## src/rtl/color_gradient_anim.sv

```systemverilog
// Animated RGB gradient: exact start->end interpolation, one step per tick, one-shot/wrap/ping-pong.
// Define COLOR_GRADIENT_PINGPONG_EN to build ping-pong (mode 2); otherwise mode 2 wraps like mode 1.
module color_gradient_anim #(
  parameter int unsigned COLOR_W = 8,
  parameter int unsigned STEP_W  = 4
) (
  input  logic                 i_clk,
  input  logic                 i_rst,
  input  logic                 i_cfg_valid,
  output logic                 o_cfg_ready,
  input  logic [3*COLOR_W-1:0] i_cfg_start,
  input  logic [3*COLOR_W-1:0] i_cfg_end,
  input  logic [1:0]           i_cfg_mode,
  input  logic                 i_tick,
  output logic [STEP_W-1:0]    o_step,
  output logic [COLOR_W-1:0]   o_r,
  output logic [COLOR_W-1:0]   o_g,
  output logic [COLOR_W-1:0]   o_b,
  output logic                 o_out_valid,
  output logic                 o_at_end
);

  localparam logic [STEP_W-1:0] MAX      = {STEP_W{1'b1}};
  localparam int unsigned       CNT_W    = $clog2(COLOR_W + 1);
  localparam logic [CNT_W-1:0]  CNT_LAST = CNT_W'(COLOR_W - 1);

  typedef enum logic [1:0] {StIdle, StLoad, StRun} state_e;

  state_e                   r_state, w_state_next;
  logic [2:0][COLOR_W-1:0]  r_start, r_col, r_q;
  logic [2:0][STEP_W-1:0]   r_rem, r_err;
  logic [2:0]               r_neg;
  logic [1:0]               r_mode;
  logic [STEP_W-1:0]        r_step;
  logic [CNT_W-1:0]         r_cnt;

  logic                     w_hs, w_fwd, w_bwd, w_reload;
  logic [2:0][COLOR_W-1:0]  w_cfg_start, w_cfg_end, w_abs, w_div_q, w_fwd_col;
  logic [2:0][STEP_W-1:0]   w_div_rem, w_fwd_err;
  logic [2:0][STEP_W:0]     w_shift, w_acc;
  logic [2:0]               w_cfg_neg, w_carry;
`ifdef COLOR_GRADIENT_PINGPONG_EN
  logic                     r_dir_down;
  logic [2:0][COLOR_W-1:0]  w_bwd_col;
  logic [2:0][STEP_W-1:0]   w_bwd_err;
  logic [2:0]               w_borrow;
`endif

  assign w_cfg_start = i_cfg_start;
  assign w_cfg_end   = i_cfg_end;
  assign w_hs        = i_cfg_valid & o_cfg_ready;

  always_ff @(posedge i_clk) begin
    if (i_rst) r_state <= StIdle;
    else       r_state <= w_state_next;
  end

  always_comb begin
    w_state_next = r_state;
    unique case (r_state)
      StIdle:  if (w_hs) w_state_next = StLoad;
      StLoad:  if (r_cnt == CNT_LAST) w_state_next = StRun;
      StRun:   if (w_hs) w_state_next = StLoad;
      default: w_state_next = StIdle;
    endcase
  end

  // Per-channel arithmetic: one restoring-divide step, and forward/backward Bresenham-style steps.
  always_comb begin
    w_cfg_neg = '0;
    w_abs     = '0;
    w_shift   = '0;
    w_div_q   = '0;
    w_div_rem = '0;
    w_acc     = '0;
    w_carry   = '0;
    w_fwd_err = '0;
    w_fwd_col = '0;
`ifdef COLOR_GRADIENT_PINGPONG_EN
    w_borrow  = '0;
    w_bwd_err = '0;
    w_bwd_col = '0;
`endif
    for (int c = 0; c < 3; c++) begin
      w_cfg_neg[c] = w_cfg_end[c] < w_cfg_start[c];
      w_abs[c]     = w_cfg_neg[c] ? (w_cfg_start[c] - w_cfg_end[c])
                                  : (w_cfg_end[c] - w_cfg_start[c]);

      w_shift[c]   = {r_rem[c], r_q[c][COLOR_W-1]};
      if (w_shift[c] >= {1'b0, MAX}) begin
        w_div_rem[c] = STEP_W'(w_shift[c] - {1'b0, MAX});
        w_div_q[c]   = {r_q[c][COLOR_W-2:0], 1'b1};
      end else begin
        w_div_rem[c] = w_shift[c][STEP_W-1:0];
        w_div_q[c]   = {r_q[c][COLOR_W-2:0], 1'b0};
      end

      w_acc[c]     = {1'b0, r_err[c]} + {1'b0, r_rem[c]};
      w_carry[c]   = w_acc[c] >= {1'b0, MAX};
      w_fwd_err[c] = w_carry[c] ? STEP_W'(w_acc[c] - {1'b0, MAX}) : w_acc[c][STEP_W-1:0];
      w_fwd_col[c] = r_neg[c] ? (r_col[c] - (r_q[c] + COLOR_W'(w_carry[c])))
                              : (r_col[c] + (r_q[c] + COLOR_W'(w_carry[c])));
`ifdef COLOR_GRADIENT_PINGPONG_EN
      w_borrow[c]  = r_err[c] < r_rem[c];
      w_bwd_err[c] = w_borrow[c] ? (r_err[c] + (MAX - r_rem[c])) : (r_err[c] - r_rem[c]);
      w_bwd_col[c] = r_neg[c] ? (r_col[c] + (r_q[c] + COLOR_W'(w_borrow[c])))
                              : (r_col[c] - (r_q[c] + COLOR_W'(w_borrow[c])));
`endif
    end
  end

  // A config handshake in RUN wins over a simultaneous tick.
  always_comb begin
    w_fwd    = 1'b0;
    w_bwd    = 1'b0;
    w_reload = 1'b0;
    if (r_state == StRun && i_tick && !w_hs && r_mode != 2'd3) begin
`ifdef COLOR_GRADIENT_PINGPONG_EN
      if (r_mode == 2'd2) begin
        if (r_step == MAX || (r_dir_down && r_step != '0)) w_bwd = 1'b1;
        else                                               w_fwd = 1'b1;
      end else
`endif
      if (r_step != MAX)        w_fwd    = 1'b1;
      else if (r_mode != 2'd0)  w_reload = 1'b1;
    end
  end

  always_ff @(posedge i_clk) begin
    if (i_rst) begin
      r_start <= '0;
      r_col   <= '0;
      r_q     <= '0;
      r_rem   <= '0;
      r_err   <= '0;
      r_neg   <= '0;
      r_mode  <= '0;
      r_step  <= '0;
      r_cnt   <= '0;
    end else if (w_hs) begin
      r_start <= w_cfg_start;
      r_neg   <= w_cfg_neg;
      r_q     <= w_abs;
      r_rem   <= '0;
      r_mode  <= i_cfg_mode;
      r_cnt   <= '0;
    end else if (r_state == StLoad) begin
      r_q   <= w_div_q;
      r_rem <= w_div_rem;
      r_cnt <= r_cnt + 1'b1;
      if (r_cnt == CNT_LAST) begin
        r_step <= '0;
        r_col  <= r_start;
        r_err  <= '0;
      end
    end else if (w_fwd) begin
      r_step <= r_step + 1'b1;
      r_col  <= w_fwd_col;
      r_err  <= w_fwd_err;
`ifdef COLOR_GRADIENT_PINGPONG_EN
    end else if (w_bwd) begin
      r_step <= r_step - 1'b1;
      r_col  <= w_bwd_col;
      r_err  <= w_bwd_err;
`endif
    end else if (w_reload) begin
      r_step <= '0;
      r_col  <= r_start;
      r_err  <= '0;
    end
  end

`ifdef COLOR_GRADIENT_PINGPONG_EN
  // Direction simply remembers whether the last move was backward.
  always_ff @(posedge i_clk) begin
    if (i_rst)                                        r_dir_down <= 1'b0;
    else if (r_state == StLoad && r_cnt == CNT_LAST)  r_dir_down <= 1'b0;
    else if (w_fwd || w_bwd)                          r_dir_down <= w_bwd;
  end
`endif

  assign o_step      = r_step;
  assign o_r         = r_col[2];
  assign o_g         = r_col[1];
  assign o_b         = r_col[0];
  assign o_out_valid = (r_state == StRun);
  assign o_cfg_ready = (r_state != StLoad);
  assign o_at_end    = (r_step == MAX);

endmodule

```

## config.mk

```make
export PLATFORM = sky130hd
export DESIGN_NAME = color_gradient_anim
export DESIGN_NICKNAME = d
export VERILOG_FILES = /design/src/rtl/color_gradient_anim.sv
export SDC_FILE = /design/constraint.sdc
export NUM_CORES = 1
export LEC_CHECK = 0
export CAP_MARGIN = 20
export CORE_UTILIZATION = 53
export DETAILED_ROUTE_END_ITERATION = 16
export PLACE_DENSITY_LB_ADDON = 0.12
export SETUP_SLACK_MARGIN = 0.5
export SLEW_MARGIN = 20
export SYNTH_ARGS = -nofsm -noshare
export SYNTH_HDL_FRONTEND = slang
export SYNTH_SLANG_ARGS = --single-unit
export TNS_END_PERCENT = 30
```

## constraint.sdc

```tcl
create_clock -name i_clk -period 4 [get_ports i_clk]
set_input_delay 1.2 -clock i_clk [delete_from_list [all_inputs] [get_ports i_clk]]
set_output_delay 1.2 -clock i_clk [all_outputs]
set_load 0.02 [all_outputs]
```

==> impl_metrics.env <==
export IMPL_maxSlewHeadroom_pct=41.9
export IMPL_worst_slew_pin_slew_ns=0.872
export IMPL_drive_gt1_share_pct=16.8
export IMPL_syn_avg_cell_area_um2=7.71
export IMPL_grt_max_degree=77
export IMPL_ys_types=69
export IMPL_clk_pin_slew_ns=0.08
export IMPL_die_w_um=132
export IMPL_crit_top_cell="a21oi_2"
export IMPL_wl_per_cell_um=16.2
export IMPL_tritoncts="yes"
export IMPL_slew_viol_final=0
export IMPL_root_buffer="clkbuf_16"
export IMPL_cts_hold_buf=0
export IMPL_num_vias=8441
export IMPL_crit_arrival_ns=4.27
export IMPL_syn_area_mm2=0.00893
export IMPL_fill_cells=1389
export IMPL_crit_family="adder cells"
export IMPL_rsz0062_at_grt="true"
export IMPL_worst_setup_path_type="register to register"
export IMPL_rows=47
export IMPL_crit_path_end_kind="register"
export IMPL_status="complete, but fails checks"
export IMPL_post_route_worst_setup_slack_ns=-0.0229
export IMPL_crit_reg2reg_launch="r_rem[4]"
export IMPL_final_nets=1420
export IMPL_syn_num_nets=1319
export IMPL_synth_top_area_cell="dfxtp_1"
export IMPL_worstPathCellList="ha_4 -> fa_1 -> ha_2 -> a21oi_2 -> nor2_1 -> a21oi_2 -> inv_2 -> ha_4 -> xnor2_2 -> ha_2 -> nor2_4 -> a22oi_1 -> o21ai_1 -> xor2_1 -> ha_1 -> and2_4 -> a311o_1 -> a21o_1 -> a21oi_2 -> xnor2_1 -> a21oi_1"
export IMPL_power_density_mw_per_mm2=306
export IMPL_synthCells=1158
export IMPL_async_reset_ff_share_pct=0
export IMPL_port_buffers=84
export IMPL_route_detailed_drc=0
export IMPL_crit_fanout=3
export IMPL_worstHoldStart="r_start[11]"
export IMPL_die_area_mm2=0.0174
export IMPL_min_period_over_period_pct=101
export IMPL_drt_total_wl_mm=24.0
export IMPL_drt_antenna_violating_nets=0
export IMPL_p_leak_nw=4.75
export IMPL_drt_iter0_markers=751
export IMPL_grt_first_pass_wirelength_mm=38.0
export IMPL_syn2layout_area_growth_pct=25.6
export IMPL_crit_path_max_incr_delay_ns=0.46
export IMPL_overflow=0
export IMPL_cp_start_kind="register"
export IMPL_numCtsBuffers=9
export IMPL_synth_area_leaders="dfxtp_1 (25%), ha_1 (13%), nand2_1 (6.8%), a21oi_1 (6.3%), xnor2_1 (5.4%)"
export IMPL_synth_yosys_warnings=0
export IMPL_p_total_mw=3.44
export IMPL_via_per_inst=5.69
export IMPL_finalHoldViolations=0
export IMPL_gp_congestion=0.866
export IMPL_hp_class="register to register"
export IMPL_synth_edf_count=0
export IMPL_multiInputGateArea_mm2=0.00670
export IMPL_r2r_setup_slack_ns=-0.02
export IMPL_setup_viol=1
export IMPL_dr_pass1_iters=7
export IMPL_ys_seq_area_share_pct=24.9
export IMPL_dp_hpwl_mm=17.8
export IMPL_antenna_found_initial=0
export IMPL_synthFlopType="dfxtp_1"
export IMPL_holdPathStages=2
export IMPL_worst_path_buf_inv=1
export IMPL_cts_path_max_buffers=2
export IMPL_timing_rr_end="o_g[7]"
export IMPL_peakVddDrop_mv=0.205
export IMPL_required_ns=4.25
export IMPL_yosysTopAreaCellShare_pct=24.9
export IMPL_cts_sinks=111
export IMPL_dp_cells=1454
export IMPL_synth_most_common_cell="nand2_1"
export IMPL_crit_slowest_cell="fa_1"
export IMPL_clk_latency_ns=0.37
export IMPL_max_freq_ghz=0.249
export IMPL_htree_levels=3
export IMPL_whs_endpoint="r_start[11]"
export IMPL_ios=85
export IMPL_setup_tns_ns=-0.0229
export IMPL_regArea_mm2=0.00223
export IMPL_fin_crit_ns=4.02
export IMPL_core_area_mm2=0.0165
export IMPL_die_h_um=132
export IMPL_start_util_pct=54.1
export IMPL_grt_pass1_vias=7440
export IMPL_clock_skew_final_ns=0.0124
export IMPL_ys_ff_latch=111
export IMPL_violations="negative setup slack"
export IMPL_antenna_cells=0
export IMPL_fin_util_pct=67.9
export IMPL_reg2reg_depth=21
export IMPL_synthTopCellsByCount="nand2_1 (161), a21oi_1 (112), dfxtp_1 (111), ha_1 (95), nor2_1 (91)"
export IMPL_final_instance_count_excl_fill=1484
export IMPL_grt_usage_pct=27.2
export IMPL_cap_violations=0
==> worst register-to-register path, stage by stage (launching register included) <==
cell and delay [ns]:
dfxtp_4 0.36, ha_4 0.15, fa_1 0.46, ha_2 0.20
a21oi_2 0.09, nor2_1 0.05, a21oi_2 0.16, inv_2 0.08
ha_4 0.17, xnor2_2 0.14, ha_2 0.24, nor2_4 0.04
a22oi_1 0.18, o21ai_1 0.10, xor2_1 0.16, ha_1 0.33
and2_4 0.15, a311o_1 0.31, a21o_1 0.19, a21oi_2 0.16
xnor2_1 0.13, a21oi_1 0.07
==> area by class of cell <==
| type | instances | area share [%] |
|---|---|---|
| Sequential cell | 111 | 19.9 |
| Tap cell | 220 | 2.45 |
| Inverter | 73 | 2.44 |
| Timing Repair Buffer | 157 | 12.7 |
| Multi-Input combinational cell | 907 | 59.7 |
| Clock buffer | 9 | 2.01 |
| Clock inverter | 7 | 0.736 |
==> worst max-delay path by stage <==
| stage | to | slack, ns | cells past startpoint | start |
|---|---|---|---|---|
| after global routing | o_g[7] | -0.23 | 21 | r_rem[4] |
| after CTS | o_g[7] | 0.004 | 21 | r_rem[4] |
| after detailed placement | o_g[7] | -0.07 | 21 | r_rem[4] |
| final | o_g[7] | -0.02 | 21 | r_rem[4] |
| after global placement | o_g[7] | 0.02 | 21 | r_rem[4] |
| after floorplan | o_g[7] | -0.04 | 21 | r_rem[4] |
==> report_power, final <==
part / total (mW) / internal [mW] / switching, mW
sequential: 1.27 / 1.16 / 0.115
clock: 0.919 / 0.443 / 0.477
combinational: 1.25 / 0.629 / 0.617
==> flip-flops by register name (all words and copies together), names as in the netlist <==
name and count:
o_b 8, o_g 8, o_r 8, o_step 4, r_cnt 4, r_err 12, r_mode 2, r_neg 3
r_q 24, r_rem 12, r_start 24, r_state 2
==> through the flow <==
| step | hold slack (ns) | worst slack, ns | instance area (um^2) |
|---|---|---|---|
| 6_report | 0.461 | -0.0229 | 11200 |
| 5_1_grt | 0.498 | -0.226 | 11200 |
| 4_1_cts | 0.465 | 0.00392 | 10900 |
| 3_5_place_dp | 0.453 | -0.0738 | 10400 |
| 3_3_place_gp | 0.441 | 0.0219 | 10400 |
| 2_1_floorplan | 0.429 | -0.0437 | 9140 |
==> routing by layer <==
metal | GRT usage [%] | wire [um]
met5 | 0 | 0
met4 | 6.91 | 336
met3 | 4.50 | 1460
met2 | 39.0 | 10200
met1 | 41.7 | 12100
==> cell families (layout without fill, tap and decap cells) <==
group / Yosys count / count (layout) / share of synthesized area [%]
compound gates: 331 / 331 / 23.4
xor+xnor: 88 / 88 / 8.71
fa+ha+maj: 107 / 107 / 16.0
buf+inv: 140 / 246 / 6.32
flops: 111 / 111 / 24.9
mux: 27 / 27 / 3.08
simple gates: 354 / 354 / 17.6
==> layout by cell type (no fill, tap or decap), drive strengths merged, types with 6 or more instances in the layout <==
master         count
and3               9
and2               6
xor2              33
a22oi             11
nand2            161
a211oi            19
inv               73
fa                12
clkbuf             9
dfxtp            111
clkinv             6
o211ai            25
a211o              8
a21o              25
a21oi            113
nand3             23
o21ai             67
a31oi             18
xnor2             55
nand4              6
clkdlybuf4s50     74
a311oi             9
a31o               7
nor3               9
nand2b            11
nor2b             19
dlymetal6s2s       9
ha                95
nor2              91
buf               74
mux2i             23
==> repair_timing <==
item / in CTS / in global routing
gates resized for setup: 19 / 73
buffers inserted: 8 / 6
pin swaps: 27 / 66
cloned: 0 / 0
endpoints found under the setup margin: 18 / 33
No activity file was read; power rests on OpenSTA's default activity.
